==> src/rtl/spi_dac_receiver.sv <==
// SPI slave that fills a 16-bit DAC input register (LSB first) and moves it to the DAC code on LDAc.
// Optional SDO readback of input_reg is built only when `SPI_RX_SDO_READBACK_EN is defined.
module spi_dac_receiver (
  input  logic        clk,
  input  logic        rst,
  input  logic        SCK,
  input  logic        SDI,
  input  logic        CSn,
  input  logic        LDAc,
  input  logic        CLRn,
  output logic        SDO,
  output logic [15:0] input_reg,
  output logic [15:0] dac_code,
  output logic        word_valid,
  output logic        frame_err,
  output logic        busy
);

  typedef enum logic [1:0] {IDLE, SHIFT, FULL} state_t;

  state_t      state;
  logic [4:0]  bit_cnt;
  logic [15:0] shift_reg;
  logic        overrun;

  logic sck_s1, sck_s2, sck_s3;
  logic sdi_s1, sdi_s2, sdi_s3;
  logic csn_s1, csn_s2, csn_s3;
  logic ldac_s1, ldac_s2, ldac_s3;
  logic clrn_s1, clrn_s2, clrn_s3;

  always_ff @(posedge clk) begin
    if (rst) begin
      sck_s1  <= 1'b0; sck_s2  <= 1'b0; sck_s3  <= 1'b0;
      sdi_s1  <= 1'b0; sdi_s2  <= 1'b0; sdi_s3  <= 1'b0;
      csn_s1  <= 1'b1; csn_s2  <= 1'b1; csn_s3  <= 1'b1;
      ldac_s1 <= 1'b1; ldac_s2 <= 1'b1; ldac_s3 <= 1'b1;
      clrn_s1 <= 1'b1; clrn_s2 <= 1'b1; clrn_s3 <= 1'b1;
    end else begin
      sck_s1  <= SCK;  sck_s2  <= sck_s1;  sck_s3  <= sck_s2;
      sdi_s1  <= SDI;  sdi_s2  <= sdi_s1;  sdi_s3  <= sdi_s2;
      csn_s1  <= CSn;  csn_s2  <= csn_s1;  csn_s3  <= csn_s2;
      ldac_s1 <= LDAc; ldac_s2 <= ldac_s1; ldac_s3 <= ldac_s2;
      clrn_s1 <= CLRn; clrn_s2 <= clrn_s1; clrn_s3 <= clrn_s2;
    end
  end

  logic sck_rise, csn_fall, csn_rise, ldac_fall, clr_act, accept;

  assign sck_rise  = sck_s2 & ~sck_s3;
  assign csn_fall  = ~csn_s2 & csn_s3;
  assign csn_rise  = csn_s2 & ~csn_s3;
  assign ldac_fall = ~ldac_s2 & ldac_s3;
  // Clear holds one extra cycle past the CLRn release so both sync stages agree before normal operation resumes.
  assign clr_act   = ~(clrn_s2 & clrn_s3);
  assign accept    = (state == FULL) & csn_rise & ~overrun;
  assign busy      = (state != IDLE);

  always_ff @(posedge clk) begin
    if (rst) begin
      state      <= IDLE;
      bit_cnt    <= 5'd0;
      shift_reg  <= 16'd0;
      overrun    <= 1'b0;
      input_reg  <= 16'd0;
      dac_code   <= 16'd0;
      word_valid <= 1'b0;
      frame_err  <= 1'b0;
    end else begin
      word_valid <= 1'b0;
      frame_err  <= 1'b0;
      if (clr_act) begin
        state     <= IDLE;
        bit_cnt   <= 5'd0;
        shift_reg <= 16'd0;
        overrun   <= 1'b0;
        input_reg <= 16'd0;
        dac_code  <= 16'd0;
      end else begin
        case (state)
          IDLE: begin
            if (csn_fall) begin
              state     <= SHIFT;
              bit_cnt   <= 5'd0;
              shift_reg <= 16'd0;
              overrun   <= 1'b0;
            end
          end
          SHIFT: begin
            if (csn_rise) begin
              frame_err <= 1'b1;
              state     <= IDLE;
            end else if (sck_rise) begin
              shift_reg <= {sdi_s3, shift_reg[15:1]};
              bit_cnt   <= bit_cnt + 5'd1;
              if (bit_cnt == 5'd15) state <= FULL;
            end
          end
          FULL: begin
            if (csn_rise) begin
              if (overrun) begin
                frame_err <= 1'b1;
              end else begin
                input_reg  <= shift_reg;
                word_valid <= 1'b1;
              end
              state <= IDLE;
            end else if (sck_rise) begin
              overrun <= 1'b1;
            end
          end
          default: state <= IDLE;
        endcase
        // A word accepted in this same cycle bypasses input_reg straight into the DAC code.
        if (ldac_fall) dac_code <= accept ? shift_reg : input_reg;
      end
    end
  end

`ifdef SPI_RX_SDO_READBACK_EN
  logic [15:0] rb_reg;
  logic        sck_fall;

  assign sck_fall = ~sck_s2 & sck_s3;

  always_ff @(posedge clk) begin
    if (rst) begin
      rb_reg <= 16'd0;
    end else if (csn_fall) begin
      rb_reg <= input_reg;
    end else if (sck_fall && state == SHIFT) begin
      rb_reg <= {1'b0, rb_reg[15:1]};
    end
  end

  assign SDO = rb_reg[0] & ~csn_s2;
`else
  assign SDO = 1'b0;
`endif

endmodule

==> config.mk <==
export PLATFORM = sky130hd
export DESIGN_NAME = spi_dac_receiver
export DESIGN_NICKNAME = d
export VERILOG_FILES = /design/src/rtl/spi_dac_receiver.sv
export SDC_FILE = /design/constraint.sdc
export NUM_CORES = 1
export LEC_CHECK = 0
export BUFFER_PORTS_ARGS = -buffer_cell sky130_fd_sc_hd__buf_2
export CAP_MARGIN = 10
export CORE_MARGIN = 1.5
export CORE_UTILIZATION = 46
export CTS_CLUSTER_DIAMETER = 30
export DETAILED_ROUTE_END_ITERATION = 8
export HOLD_SLACK_MARGIN = 0.12
export PLACE_DENSITY = 0.79
export SLEW_MARGIN = 10
export SYNTH_ARGS = -nofsm -noshare
export SYNTH_HDL_FRONTEND = slang
export SYNTH_SLANG_ARGS = --single-unit
export TNS_END_PERCENT = 30
==> constraint.sdc <==
create_clock -name clk -period 1.6 [get_ports clk]
set_input_delay 0.08 -clock clk [delete_from_list [all_inputs] [get_ports clk]]
set_output_delay 0.08 -clock clk [all_outputs]
set_load 0.01 [all_outputs]
# ---- After elaboration in Yosys (flattened, before gate mapping)
# Cells that the tools add are included.
# W data, S select, Z words.
dict set report totals {
  regBits 73
  inputBits 7
  output_inout_bits 36
  word_cells 84
}
dict set report op_classes {
  n_addsub 1
  eq_ne 11
  n_mux 24
  n_bitwise 15
  n_reduce_logical 10
}
# operator count
set op_table {}
lappend op_table {{$mux W16} 4}
lappend op_table {{$pmux W16 S2} 1}
lappend op_table {{$mux W5} 3}
lappend op_table {{$ne A2 B2 Y1 const B} 6}
lappend op_table {{$reduce_and A4 Y1} 3}
lappend op_table {{$mux W2} 5}
lappend op_table {{$pmux W5 S2} 1}
lappend op_table {{$not A1 Y1} 8}
lappend op_table {{$and A1 B1 Y1} 7}
lappend op_table {{$mux W1} 7}
lappend op_table {{$ne A3 B3 Y1 const B} 2}
lappend op_table {{$pmux W2 S3} 1}
lappend op_table {{$reduce_bool A2 Y1} 3}
lappend op_table {{$add A5 B1 Y5 const B} 1}
lappend op_table {{$eq A5 B4 Y1 const B} 1}
lappend op_table {{$pmux W1 S2} 2}
lappend op_table {{$reduce_or A4 Y1} 1}
lappend op_table {{$reduce_and A3 Y1} 1}
lappend op_table {{$eq A2 B1 Y1 const B} 1}
lappend op_table {{$eq A2 B2 Y1 const B} 1}
lappend op_table {{$logic_not A2 Y1} 1}
lappend op_table {{$reduce_or A2 Y1} 1}

# ---- Depth between registers and ports, before layout
dict set report logic_depth {
  word_depth 5
  ltp_mapped 8
}

# ---- Worst setup path after synthesis
# No wires, ideal clock.
dict set report synth_timing {
  kind {register to register}
  from {reg state[1]}
  to {reg shift_reg[0]}
  setup_time_ns 0.122
  arrival_ns 1.493
  slack_ns -0.016
  stages_incl_launch_ff 9
  path_cell_list {dfxtp_1 -> inv_1 -> ha_1 -> clkbuf_1 -> mux2_2 -> o211ai_1 -> and2_1 -> buf_2 -> o21ai_0}
}
dict set report synth_between {
  elab_chain_cells 3
}
# item line
set synth_lines {}
lappend synth_lines {{from (decl)} 21} ;# state_t state;
lappend synth_lines {{from (signal assigned)} 61} ;# state <= IDLE;
lappend synth_lines {{from (signal assigned)} 73} ;# state <= IDLE;
lappend synth_lines {{from (signal assigned)} 83} ;# state <= SHIFT;
lappend synth_lines {{$eq A2 B1 Y1 / $logic_not A2 Y1 (equally long branches)} 80} ;# case (state)
lappend synth_lines {{$ne A2 B2 Y1 (no source line) / $reduce_bool A2 Y1 (equally long branches)} -}
lappend synth_lines {{$reduce_and A4 Y1 (no source line)} -}
lappend synth_lines {{to (signal assigned)} 94} ;# shift_reg <= {sdi_s3, shift_reg[15:1]};
lappend synth_lines {{to (decl)} 23} ;# logic [15:0] shift_reg;
# Parallel ways exist; a longest one is shown, timed or not.
# A chain may end at the register's enable or synchronous reset.

# ---- Worst setup path after layout
dict set report layout_timing {
  from {reg state[1]}
  to {reg dac_code[10]}
}
dict set report layout_between {
  elab_chain_cells 4
}
# item line
set layout_lines {}
lappend layout_lines {{$eq A2 B2 Y1} 56} ;# assign accept = (state == FULL) & csn_rise & ~overrun;
lappend layout_lines {{$and A1 B1 Y1 (2 in a row)} 56}
lappend layout_lines {{$mux W16} 115} ;# if (ldac_fall) dac_code <= accept ? shift_reg : input_reg;
lappend layout_lines {{to (signal assigned)} 115}
lappend layout_lines {{to (decl)} 13} ;# output logic [15:0] dac_code,
# Every way passes these cells.

==> key figures <==
Layout
  – Share of layout cells above drive strength 1: around 36%
  – Layout filler cell count: roughly 440
  – N_diodes: 0
  – # nets final: around 360
  – Synth-to-Final Area Change: 34.4%
  – Final Instance Area: around 3700 um^2

Place
  – Input/output buffers: slightly above 40
  – Final HPWL DP: ~3500 um
  – Placed inst area: 3090 um^2
  – Pre-CTS WS: -113 ps
  – Placer Congestion: 0.845

Drt
  – Routed WL: around 6100 um
  – Vias: 2,266
  – Drt wl/cell: 14.2 um
  – Antenna-violating nets left: 0
  – Ratio of routed vias to standard cells: 5.28
  – DR WL met2: 2940 um
  – DRC errors left: 0
  – Uppermost routed layer: met4
  – Drt first pass iters: 4
  – Met3 routed WL: ~320 um
  – Iteration-0 DRC Markers: ~210
  – Met1 WL: 2680 um

Global route
  – Largest net degree at the start of global routing: 33
  – Gr ovfl total: 0
  – Initial antenna violation count: 0
  – Number of global-route vias before repair: ~2,000
  – First-pass GRT wire length: between 8000 and 9000 um
  – Gr usage total: approximately 18%

Timing
  – Tmin final: 1640 ps
  – Final hold viol count: 0
  – Final period utilization: 103%
  – TNS Setup: -556 ps
  – Fin. max-slew vios: 0
  – Worst hold margin: about 400 ps
  – Setup violators final: 26
  – RSZ-0062 raised after global routing: yes
  – Worst Setup Slack, final: -44.1 ps
  – Final Skew: between 8 and 9 ps
  – Max Freq: 608 MHz

Synth
  – Number of synthesized flops with an enable pin: 0
  – Post-Syn Area: approximately 2800 um^2
  – Asr flop ratio synth: 0%
  – Sequential cell area fraction in the yosys report: about 53%
  – Synth Area per Inst: between 9 and 10 um^2
  – Top cell type's share of synthesized area: between 50% and 60%
  – Leading area contributor after synthesis: dfxtp_1
  – Ys Warns: 0
  – Primary FF master, synth: dfxtp_1
  – Top cells by area, synth: dfxtp_1 (53%), mux2i_1 (6.2%), nand4_1 (4.8%)
  – Syn_nets: approximately 300
  – Post-synth cell types: 42
  – Mapped Cells: ~280
  – Yosys reg bits: 73

Clock tree
  – Htree depth: 3
  – Maximum clock path buffer count: 2
  – Clock transition at path regs: about 80 ps
  – Clk_lat worst skew: approximately 340 ps
  – Clock Sinks: 73
  – CTS Buf Count: 9
  – Root buf cell: clkbuf_8
  – CTS tree: yes

Critical path
  – Slowest stage cell, crit path: dfxtp_2
  – Crit Path Max Fanout: 8
  – Worst EP arrival: 1860 ps
  – Max incr delay on CP: approximately 340 ps
  – Req. time, crit path: around 1800 ps
  – Critical Path Sink Type: flip-flop
  – Startpoint Class: flip-flop
  – CP cell instances: buf_4, ha_1, nor3b_4, buf_6, clkbuf_16, mux2i_2, a211oi_1
  – Setup Crit Path Kind: flip-flop to flip-flop

Floorplanning
  – IO Count: 43
  – Rows: 28
  – Die width: approximately 80 um
  – Core region area: between 5000 and 6000 um^2
  – Die area: 6470 um^2
  – Die H: around 80 um
  – Starting Density: 47.1%

Run status
  – Status: finished with violations
  – Failing checks: setup timing

Run
  – Max-Cap Viols: 0

Power
  – Leakage power: 1.45 nW
  – Power, Total: around 4 mW
  – P per Cell Area: ~1100 nW/um^2
  – Peak VDD IR: ~0.0007 V

Min path
  – Worst hold path type: flip-flop to flip-flop
==> critical path, delay by kind of cell, from the launching register on <==
kind,cells,cell delay (ps)
muxes,1,230
AOI/OAI and AO/OA,1,90
DFF,1,340
and+or+nand+nor,1,260
adders and majority gates,1,170
buffers and inverters,3,430
==> cell usage in the layout (no fill, tap or decap), types with 2 or more instances in the layout <==
master / synthesis / final
inv_2: 0 / 2
or2_2: 9 / 9
dlygate4sd3_1: 0 / 8
nor3_1: 2 / 2
buf_2: 5 / 41
buf_6: 1 / 4
o21ai_1: 0 / 13
o21ai_2: 0 / 5
nand4_1: 21 / 21
a21oi_1: 2 / 2
nand3b_1: 2 / 2
nand3_1: 20 / 19
buf_4: 1 / 21
clkbuf_8: 0 / 9
clkbuf_16: 0 / 3
mux2i_1: 17 / 10
buf_8: 0 / 2
nor2b_1: 8 / 7
ha_2: 0 / 3
inv_1: 6 / 3
nand2_1: 2 / 2
a211oi_1: 16 / 16
bufinv_16: 0 / 3
nor2_1: 33 / 33
dfxtp_2: 0 / 4
mux2i_2: 0 / 6
dfxtp_1: 73 / 69
or3_1: 2 / 2
==> cells by family (layout without fill, tap and decap cells) <==
family	after synthesis	in the layout	synth area share [%]
AND/OR/NAND/NOR	109	109	21.6
flip-flops	73	73	53.0
AO/OA/AOI/OAI	45	45	10.5
buffers and inverters	32	102	5.58
multiplexers	18	18	6.58
adder cells (fa/ha/maj)	6	6	2.63
other	1	1	0.136
==> power by group <==
group          internal [mW]  switching (mW)  total (mW)
Combinational          0.231           0.256       0.487
Sequential              1.86          0.0212        1.88
Clock                   1.04           0.691        1.74
==> area by class of cell <==
cell class	count	area (um^2)	share of cell area, %
clock inverter	6	115	3.11
clock buffer	10	128	3.44
timing repair buffer	80	613	16.5
tap	75	93.8	2.53
inverter	6	25.0	0.675
multi-input combinational	179	1260	34.1
sequential	73	1470	39.6
==> worst paths after layout <==
| path | start | to | slack (ps) | depth (start not counted) |
|---|---|---|---|---|
| max | state[1]$_SDFFE_PP0P_ | dac_code[10]$_SDFFE_PP0P_ | -40 | 7 |
| min | csn_s1$_SDFF_PP1_ | csn_s2$_SDFF_PP1_ | 410 | 1 |
| max reg2reg | state[1]$_SDFFE_PP0P_ | dac_code[10]$_SDFFE_PP0P_ | -40 | 7 |
| min reg2reg | csn_s1$_SDFF_PP1_ | csn_s2$_SDFF_PP1_ | 410 | 1 |
==> Yosys cell counts (all sizes together) (5+ instances only) <==
cell type,n
a211oi,16
buf,8
clkbuf,18
dfxtp,73
ha,5
inv,6
mux2i,17
nand3,20
nand4,21
nor2,33
nor2b,8
o21ai,18
or2,9
==> metal layers <==
layer | track usage [%] | vias to the layer above
li1 | - | 1136
met5 | 0 | -
met1 | 21.7 | 1041
met3 | 5.00 | 14
met2 | 29.4 | 75
met4 | 11.4 | 0
==> metrics by stage <==
| step | utilization [%] | std cells |
|---|---|---|
| 5_1_grt | 63.3 | 429 |
| 3_5_place_dp | 52.8 | 394 |
| 6_report | 63.3 | 429 |
| 3_3_place_gp | 52.8 | 394 |
| 4_1_cts | 59.5 | 420 |
| 2_1_floorplan | - | 284 |
==> timing repair <==
action,CTS,global route
gates cloned,1,4
pin swaps,3,13
setup endpoints to repair,21,44
hold endpoints to repair,9,0
buffers inserted,1,5
resized for setup,14,49
hold buffers,8,0
(Power assumes the default switching activity.)
